`src/rtl/spi_pkg.sv`:
```
// spi_pkg: shared definitions for the host-side SPI master.
//   state_t        : transaction FSM states
//   MODE_*         : slave mode encodings carried on the mode output
//   SIZE_*         : key-size encodings carried on size_in / size
//   key_len()      : key-size code -> number of key bits shipped
package spi_pkg;

    typedef enum logic [2:0] {
        IDLE   = 3'd0,
        LEAD   = 3'd1,
        MSG    = 3'd2,
        GAP    = 3'd3,
        KEY    = 3'd4,
        READ   = 3'd5,
        FINISH = 3'd6
    } state_t;

    localparam logic MODE_ENCR = 1'b0;
    localparam logic MODE_DECR = 1'b1;

    localparam logic [1:0] SIZE_128 = 2'b00;
    localparam logic [1:0] SIZE_192 = 2'b01;
    localparam logic [1:0] SIZE_256 = 2'b10;
    localparam logic [1:0] SIZE_BAD = 2'b11;

    function automatic logic [8:0] key_len(input logic [1:0] sz);
        case (sz)
            SIZE_128: key_len = 9'd128;
            SIZE_192: key_len = 9'd192;
            default:  key_len = 9'd256;
        endcase
    endfunction

endpackage

```
`src/rtl/spi_shift_tx.sv`:
```
// spi_shift_tx: loadable LSB-first shift register with a shift counter.
//   clk      in   system clock
//   reset    in   async active-low reset
//   load     in   capture data_in, clear count
//   data_in  in   W-bit parallel word
//   shift    in   move one bit toward bit 0, count += 1
//   bit_out  out  current LSB (next bit to ship)
//   count    out  number of shifts since the last load
module spi_shift_tx #(
    parameter int W     = 128,
    parameter int CNT_W = 9
) (
    input  logic             clk,
    input  logic             reset,
    input  logic             load,
    input  logic [W-1:0]     data_in,
    input  logic             shift,
    output logic             bit_out,
    output logic [CNT_W-1:0] count
);

    logic [W-1:0] sh_q;

    always_ff @(posedge clk or negedge reset) begin
        if (!reset) begin
            sh_q  <= '0;
            count <= '0;
        end else if (load) begin
            sh_q  <= data_in;
            count <= '0;
        end else if (shift) begin
            sh_q  <= {1'b0, sh_q[W-1:1]};
            count <= count + CNT_W'(1);
        end
    end

    assign bit_out = sh_q[0];

endmodule

```
`src/rtl/spi_master.sv`:
```
// spi_master: host-side SPI master feeding the AES SPI slave.
// A load frame ships a dummy bit, the 128-bit message, an idle bit and the
// 128/192/256-bit key, all LSB first, while CSS is low. A read-back frame
// holds CSS low for 129 cycles and gathers 128 SOMI bits into result.
//   clk      in   system clock
//   reset    in   async active-low reset
//   start    in   one-cycle request, honoured only in IDLE
//   op       in   0 load, 1 read-back
//   size_in  in   key size code (11 illegal for load)
//   msg_in   in   plaintext, latched on accepted load
//   key_in   in   key, LSB aligned, latched on accepted load
//   SOMI     in   serial data from slave
//   SIMO     out  serial data to slave
//   CSS      out  chip select, active low
//   mode     out  slave mode, changes only on accepted start
//   size     out  latched key size code
//   busy     out  transaction in progress
//   done     out  end-of-transaction pulse
//   err      out  rejected-start pulse
//   result   out  read-back data
module spi_master
    import spi_pkg::*;
#(
    parameter int MSG_W = 128,
    parameter int KEY_W = 256,
    parameter int CNT_W = 9
) (
    input  logic             clk,
    input  logic             reset,
    input  logic             start,
    input  logic             op,
    input  logic [1:0]       size_in,
    input  logic [MSG_W-1:0] msg_in,
    input  logic [KEY_W-1:0] key_in,
    input  logic             SOMI,
    output logic             SIMO,
    output logic             CSS,
    output logic             mode,
    output logic [1:0]       size,
    output logic             busy,
    output logic             done,
    output logic             err,
    output logic [MSG_W-1:0] result
);

    localparam int MSG_AW = $clog2(MSG_W);

    state_t             state_q, state_d;
    logic               css_d, simo_d, mode_d, busy_d, done_d, err_d;
    logic [1:0]         size_d;
    logic [MSG_W-1:0]   result_d;
    logic [CNT_W-1:0]   cnt_q, cnt_d;
    logic [MSG_AW-1:0]  rd_idx;

    logic               msg_load, msg_shift, msg_bit;
    logic               key_load, key_shift, key_bit;
    logic [CNT_W-1:0]   msg_cnt, key_cnt;

    spi_shift_tx #(.W(MSG_W), .CNT_W(CNT_W)) u_msg_tx (
        .clk     (clk),
        .reset   (reset),
        .load    (msg_load),
        .data_in (msg_in),
        .shift   (msg_shift),
        .bit_out (msg_bit),
        .count   (msg_cnt)
    );

    spi_shift_tx #(.W(KEY_W), .CNT_W(CNT_W)) u_key_tx (
        .clk     (clk),
        .reset   (reset),
        .load    (key_load),
        .data_in (key_in),
        .shift   (key_shift),
        .bit_out (key_bit),
        .count   (key_cnt)
    );

    // READ count 0 is the skipped first CSS-low cycle; count c>0 samples bit c-1.
    assign rd_idx = cnt_q[MSG_AW-1:0] - MSG_AW'(1);

    always_ff @(posedge clk or negedge reset) begin
        if (!reset) begin
            state_q <= IDLE;
            CSS     <= 1'b1;
            SIMO    <= 1'b0;
            mode    <= MODE_ENCR;
            size    <= SIZE_128;
            busy    <= 1'b0;
            done    <= 1'b0;
            err     <= 1'b0;
            result  <= '0;
            cnt_q   <= '0;
        end else begin
            state_q <= state_d;
            CSS     <= css_d;
            SIMO    <= simo_d;
            mode    <= mode_d;
            size    <= size_d;
            busy    <= busy_d;
            done    <= done_d;
            err     <= err_d;
            result  <= result_d;
            cnt_q   <= cnt_d;
        end
    end

    // Every output is registered, so each state computes what the wire must
    // carry during the *next* cycle. That is why LEAD already drives msg bit 0
    // and the last KEY cycle raises CSS: the outputs lag the state by one.
    always_comb begin
        state_d   = state_q;
        css_d     = CSS;
        simo_d    = 1'b0;
        mode_d    = mode;
        size_d    = size;
        busy_d    = busy;
        done_d    = 1'b0;
        err_d     = 1'b0;
        result_d  = result;
        cnt_d     = cnt_q;
        msg_load  = 1'b0;
        msg_shift = 1'b0;
        key_load  = 1'b0;
        key_shift = 1'b0;

        case (state_q)
            IDLE: begin
                if (start) begin
                    if (op == MODE_DECR) begin
                        css_d   = 1'b0;
                        mode_d  = MODE_DECR;
                        busy_d  = 1'b1;
                        cnt_d   = '0;
                        state_d = READ;
                    end else if (size_in == SIZE_BAD) begin
                        err_d = 1'b1;
                    end else begin
                        msg_load = 1'b1;
                        key_load = 1'b1;
                        size_d   = size_in;
                        mode_d   = MODE_ENCR;
                        css_d    = 1'b0;
                        busy_d   = 1'b1;
                        state_d  = LEAD;
                    end
                end
            end

            LEAD: begin
                simo_d    = msg_bit;
                msg_shift = 1'b1;
                state_d   = MSG;
            end

            MSG: begin
                if (msg_cnt == CNT_W'(MSG_W)) begin
                    state_d = GAP;
                end else begin
                    simo_d    = msg_bit;
                    msg_shift = 1'b1;
                end
            end

            GAP: begin
                simo_d    = key_bit;
                key_shift = 1'b1;
                state_d   = KEY;
            end

            KEY: begin
                if (key_cnt == CNT_W'(key_len(size))) begin
                    css_d   = 1'b1;
                    state_d = FINISH;
                end else begin
                    simo_d    = key_bit;
                    key_shift = 1'b1;
                end
            end

            READ: begin
                if (cnt_q != '0) begin
                    result_d[rd_idx] = SOMI;
                end
                if (cnt_q == CNT_W'(MSG_W)) begin
                    css_d   = 1'b1;
                    state_d = FINISH;
                end
                cnt_d = cnt_q + CNT_W'(1);
            end

            FINISH: begin
                css_d   = 1'b1;
                busy_d  = 1'b0;
                done_d  = 1'b1;
                cnt_d   = '0;
                state_d = IDLE;
            end

            default: begin
                state_d = IDLE;
            end
        endcase
    end

endmodule
```
`config.mk`:
```
export PLATFORM = sky130hd
export DESIGN_NAME = spi_master
export DESIGN_NICKNAME = d
export VERILOG_FILES = /design/src/rtl/spi_pkg.sv /design/src/rtl/spi_shift_tx.sv /design/src/rtl/spi_master.sv
export SDC_FILE = /design/constraint.sdc
export NUM_CORES = 1
export LEC_CHECK = 0
export ABC_AREA = 0
export BUFFER_PORTS_ARGS = -buffer_cell sky130_fd_sc_hd__buf_2
export CORE_ASPECT_RATIO = 2
export CORE_MARGIN = 5
export CORE_UTILIZATION = 50
export CTS_CLUSTER_DIAMETER = 50
export DETAILED_ROUTE_END_ITERATION = 6
export PLACE_DENSITY = 0.8
export SLEW_MARGIN = 20
export SYNTH_ARGS = -nofsm -noshare
export SYNTH_HDL_FRONTEND = slang
export SYNTH_SLANG_ARGS = --single-unit
```
`constraint.sdc`:
```
create_clock -name clk -period 2.9 [get_ports clk]
set_input_delay 0.145 -clock clk [delete_from_list [all_inputs] [get_ports clk]]
set_output_delay 0.145 -clock clk [all_outputs]
set_load 0.005 [all_outputs]
```
==> results of run 1 <==
state kept, by name, indices dropped and copies added, names as in the netlist:
register / flops
done: 1
state_q: 3
err: 1
size: 2
u_key_tx.sh_q: 256
mode: 1
SIMO: 1
u_msg_tx.sh_q: 128
u_msg_tx.count: 9
result: 128
u_key_tx.count: 9
busy: 1
CSS: 1
cnt_q: 9
worst max-delay path by stage:
stage,endpoint,slack [ns],cells past startpoint
finish,result[72],0.10,7
global placement,result[109],0.24,7
floorplan,result[111],0.15,10
global route,result[72],0.05,7
detailed placement,result[69],0.12,7
CTS,result[77],0.05,7
metrics by stage:
step                      instance area, um^2   util
after floorplan                         24500      -
after global placement                  27900  0.577
after detailed placement                27900  0.577
after CTS                               33400  0.691
after global routing                    33500  0.692
final                                   33500  0.693
cells by family after synthesis:
family	after synthesis	synth area share
flops	550	0.562
simple gates	648	0.150
buf+inv	241	0.0384
mux	134	0.0614
fa+ha+maj	7	0.00358
compound gates	465	0.181
xor+xnor	10	0.00358
metal layers:
metal	wire, um	GRT usage	part of all wire	vias up
met5	0	0	0	-
li1	-	-	-	9634
met4	6520	0.207	0.074	0
met2	44100	0.540	0.50	1652
met1	30500	0.359	0.35	11500
met3	6840	0.0575	0.078	430
layout make-up:
| cell class | instances | area share |
|---|---|---|
| Multi-Input combinational cell | 1264 | 0.295 |
| Clock inverter | 16 | 0.00478 |
| Clock buffer | 72 | 0.0441 |
| Timing Repair Buffer | 987 | 0.219 |
| Inverter | 13 | 0.00146 |
| Antenna cell | 19 | 0.00142 |
| Tap cell | 638 | 0.0238 |
| Sequential cell | 550 | 0.411 |
layout by cell type (no fill, tap or decap), drive strengths merged, types with 5 or more instances in the layout:
cell type,synthesis,final
buf,38,597
dfrtp,549,549
dlygate4sd3,0,390
and3,380,380
a221o,380,380
mux2,128,128
nand3,90,90
nand2,86,86
clkbuf,190,72
nor2,34,34
diode,0,19
nor3,18,18
o21ai,18,18
inv,13,16
a21oi,14,14
clkinv,0,9
o31ai,7,7
ha,7,7
xnor2,6,6
nand4,6,6
mux2i,6,6
nor4,6,6
or4,5,5
where the power goes:
group / total, mW / internal [mW] / leakage (nW) / switching [mW]
clock: 6.80 / 3.73 / 0.807 / 3.07
sequential: 11.9 / 10.2 / 6.97 / 1.68
combinational: 13.5 / 6.09 / 8.68 / 7.42
total: 32.2 / 20.0 / 16.5 / 12.2
timing repair:
item,CTS,global route
endpoints found under the hold margin,469,0
endpoints found under the setup margin,0,18
hold buffers,390,0
gates resized for setup,0,3
==> flow_summary.json, run 1 <==
{
  "critPathLaunchType": "register",
  "antenna_found_initial": 11,
  "synth-edff-count": 0,
  "path_delay_family": "simple AND/OR/NAND/NOR gates",
  "crit_buf_inv": 1,
  "h-tree-depth": 2,
  "grt_overflow": 0,
  "power_density_nw_per_um2": 962,
  "status": "finished, violations left",
  "yosysUniqueCellTypes": 67,
  "rrSetupSlack_ns": 0.10,
  "synthTopCellsByArea": "dfrtp_1, a221o_1, and3_1",
  "slew_viol_final": 0,
  "final-hold-violation-count": 0,
  "maxCapViolCount": 0,
  "clock_path_buffers": 3,
  "cp_cell_sequence": "inv_1, ha_1, or4b_2, o21ai_4, nor2_1, nand3_1, mux2_2",
  "cts_tree": "yes",
  "core-area_um2": 48400,
  "worstRegToRegCells": 7,
  "multiInputGateArea_um2": 9860,
  "routed_via_density": 6.52,
  "drc": 3,
  "syn_to_final_growth_pct": 36.8,
  "rsz0062_at_grt": "no",
  "synth-seq-cells": 550,
  "drive_gt1_frac": 0.271,
  "routed_wl_um": 88000,
  "clock-root-buffer": "clkbuf_16",
  "numCtsBuffers": 50,
  "post_cts_buffers": 0,
  "syn_area_um2": 24500,
  "period_needed_ns": 2.80,
  "place_congestion": 0.891,
  "yosysWarnings": 0,
  "syn-num-nets": 2453,
  "total_power_mw": 32.2,
  "drt_iter0_drc": 2623,
  "crit_fanout": 12,
  "num_vias": 23200,
  "maxSlewHeadroom": 0.275,
  "placementRows": 114,
  "setup_slack_ns": 0.102,
  "dp_worst_setup_slack_ns": 0.125,
  "dr.pass1.iters": 7,
  "r2r_start": "cnt_q[0]",
  "synth_cells": 2055,
  "async_flop_share": 1.00,
  "criticalPathCategory": "register to register",
  "clkSlewWorstSetupHoldPaths_ns": 0.07,
  "start_util": 0.506,
  "cpPeakStageDelay_ns": 0.74,
  "hold_path_class": "primary input to asynchronous set/reset pin",
  "leakagePower_nw": 16.5,
  "synth.top_cell.area_share": 0.561,
  "fin_crit_sh": 0.965,
  "synth_top_cell_by_area": "dfrtp_1",
  "synth_common_cells": "dfrtp_1, a221o_1, and3_1",
  "grtUsageTotal": 0.314,
  "fin_worst_skew_ns": 0.0238,
  "port_buffers": 526,
  "setup_viol": 0,
  "crit_slowest_cell": "or4b_2",
  "final_nets": 3264,
  "fin_cells": 3559,
  "ir_drop_mv": 0.916,
  "clkSinkCount": 550,
  "place.detailed.hpwl_um": 49200,
  "cp-startpoint": "cnt_q[0]",
  "syn_area_per_cell_um2": 11.9,
  "seq_area_frac_synth": 0.562,
  "fmax_mhz": 357,
  "grt_pass1_wl_um": 137000,
  "required_ns": 3.38,
  "ys.flop_type": "dfrtp_1",
  "grt_pass1_vias": 24500,
  "clk_latency_ns": 0.59,
  "die-width_um": 166,
  "fp.dieArea_um2": 53700,
  "worst_ep_arrival_time_ns": 3.27,
  "yosysMostFrequentCell": "dfrtp_1",
  "ant_nets": 0,
  "fp.dieH_um": 323,
  "worst_pin_slew_ns": 1.08,
  "routedWlPerCell_um": 24.7,
  "grt_max_degree": 250,
  "fin_setup_tns_ns": 0,
  "end_kind": "register",
  "register_area_um2": 13800,
  "dp_cells": 3062,
  "r2r-end": "result[72]",
  "io_pins": 527,
  "holdWs_ns": 0.190,
  "violations": "design-rule violations",
  "num-fill-cells": 3033
}
(Power assumes the default switching activity.)
==> inputs of run 2 (changes only) <==
--- a/config.mk
+++ b/config.mk
@@ -7,7 +7,8 @@
 export LEC_CHECK = 0
 export ABC_AREA = 0
 export BUFFER_PORTS_ARGS = -buffer_cell sky130_fd_sc_hd__buf_2
-export CORE_ASPECT_RATIO = 2
+export CAP_MARGIN = 20
+export CORE_ASPECT_RATIO = 0.8
 export CORE_MARGIN = 5
 export CORE_UTILIZATION = 50
 export CTS_CLUSTER_DIAMETER = 50
==> flow_summary.json, run 2 (synthesis gave the netlist of run 1 again) <==
{
  "maxCapViolCount": 0,
  "path_delay_family": "simple AND/OR/NAND/NOR gates",
  "r2r-end": "result[124]",
  "critPathLaunchType": "register",
  "place_congestion": 0.899,
  "worst_ep_arrival_time_ns": 3.28,
  "p_clk_frac": 0.221,
  "fmax_mhz": 355,
  "ir_drop_mv": 0.725,
  "fp.dieH_um": 208,
  "drive_gt1_frac": 0.273,
  "core-area_um2": 48400,
  "io_pins": 527,
  "h-tree-depth": 2,
  "clkSlewWorstSetupHoldPaths_ns": 0.06,
  "wl_met1_um": 31800,
  "final_core_util": 0.697,
  "fin_worst_skew_ns": 0.0170,
  "worstRegToRegCells": 8,
  "multiInputGateArea_um2": 9870,
  "status": "completed",
  "power_density_nw_per_um2": 981,
  "grt_overflow": 0,
  "grt_max_degree": 231,
  "cp-startpoint": "cnt_q[0]",
  "antenna_found_initial": 8,
  "design_area_um2": 33700,
  "numCtsBuffers": 55,
  "clock_path_buffers": 3,
  "start_util": 0.506,
  "final_nets": 3273,
  "ant_nets": 0,
  "cellInternalPower_mw": 20.6,
  "top_layer": "met5",
  "syn_to_final_growth_pct": 37.8,
  "r2r_start": "cnt_q[0]",
  "drc": 0,
  "wl_met2_um": 41900,
  "criticalPathCategory": "register to register",
  "post_cts_buffers": 0,
  "grt_pass1_wl_um": 137000,
  "slew_viol_final": 0,
  "switching_share": 0.376,
  "setup_slack_ns": 0.0805,
  "layout_common_cells": "dfrtp_1, buf_2, dlygate4sd3_1",
  "regMostFlops": "u_key_tx.sh_q",
  "routed_via_density": 6.57,
  "die-width_um": 257,
  "clk_latency_ns": 0.59,
  "drt_iter0_drc": 2999,
  "worst_pin_slew_ns": 1.07,
  "crit_fanout": 8,
  "setup_viol": 0,
  "dr_wl_met3_um": 7870,
  "routed_wl_um": 87500,
  "clkSinkCount": 550,
  "p_seq_frac": 0.360,
  "crit_slowest_cell": "xor2_1",
  "dp_worst_setup_slack_ns": 0.117,
  "place.detailed.hpwl_um": 47300,
  "fin_crit_sh": 0.972,
  "dr.pass1.iters": 6,
  "end_kind": "register",
  "clock-root-buffer": "clkbuf_16",
  "cpPeakStageDelay_ns": 0.47,
  "final-hold-violation-count": 0,
  "port_buffers": 526,
  "grtUsageTotal": 0.312,
  "hold_path_class": "primary input to asynchronous set/reset pin",
  "final_common_cell": "dfrtp_1",
  "placementRows": 72,
  "register_area_um2": 13800,
  "top_regs": "u_key_tx.sh_q x256, result x128, u_msg_tx.sh_q x128",
  "leakagePower_nw": 16.6,
  "maxSlewHeadroom": 0.287,
  "period_needed_ns": 2.82,
  "cp_cell_sequence": "inv_1, ha_1, xor2_1, nand3_1, nor3_1, buf_4, nand2_1, mux2_2",
  "rsz0062_at_grt": "yes",
  "placed_area_um2": 28000,
  "required_ns": 3.36,
  "num-fill-cells": 3042,
  "rrSetupSlack_ns": 0.08,
  "crit_buf_inv": 2,
  "power_frac_comb": 0.419,
  "fin_setup_tns_ns": 0,
  "cts_tree": "yes",
  "num_vias": 23400,
  "fp.dieArea_um2": 53500,
  "p_sw_mw": 12.4,
  "largest_register_ffs": 256,
  "routedWlPerCell_um": 24.6,
  "grt_pass1_vias": 24300
}
run 2: changes by cell type in the layout (fill, tap and decap cells not counted), sizes merged:
cell	before	now
clkbuf	72	82
diode	19	10
buf	597	601
inv	16	14
bufinv	2	3
run 2: worst max path at each step:
stage,end,slack [ns],cells past startpoint
2_1_floorplan,result[111],0.15,10
5_1_grt,result[124],-0.04,8
4_1_cts,result[125],0.1,8
3_5_place_dp,result[125],0.12,8
6_report,result[124],0.08,8
3_3_place_gp,result[33],0.27,8
run 2: worst register-to-register path, delay by kind of cell (launching register included):
kind	cells	cell delay, ns
and+or+nand+nor	3	0.82
xor gates and xnor gates	1	0.47
buffers and inverters	2	0.38
adders and majority gates	1	0.38
DFF	1	0.37
muxes	1	0.28
run 2: repair_timing:
item                                   CTS  global route
setup endpoints to repair                0            15
endpoints found under the hold margin  462             0
hold buffers                           390             0
resized for setup                        0             4
run 2: power groups by stage:
stage	Combinational, mW	Clock (mW)	Sequential, mW
CTS	13.0	7.30	11.6
finish	13.8	7.31	11.9
global route	14.8	7.70	12.1
global placement	12.0	0	11.5
floorplan	9.12	0	11.2
detailed placement	12.4	0	11.6
run 2: area by class of cell:
type                       count  area share
clock buffer                  82      0.0489
antenna                       10    0.000742
sequential                   550       0.408
multi-input combinational   1264       0.293
clock inverter                15     0.00490
tap                          629      0.0233
inverter                      13     0.00145
timing repair buffer         991       0.220
run 2: stage by stage:
step                      hold WS [ns]  power [mW]  instances
after floorplan                 -0.151        20.3       2055
after global placement           0.221        23.5       3057
after detailed placement         0.231        24.1       3057
after CTS                        0.187        31.9       3544
after global routing             0.218        34.6       3551
final                            0.142        33.1       3554
run 2: per-layer routing:
metal  vias up  track usage
li1       9660            -
met1     11400        0.392
met2      1790        0.508
met3       500       0.0636
met4         2        0.179
met5         -            0
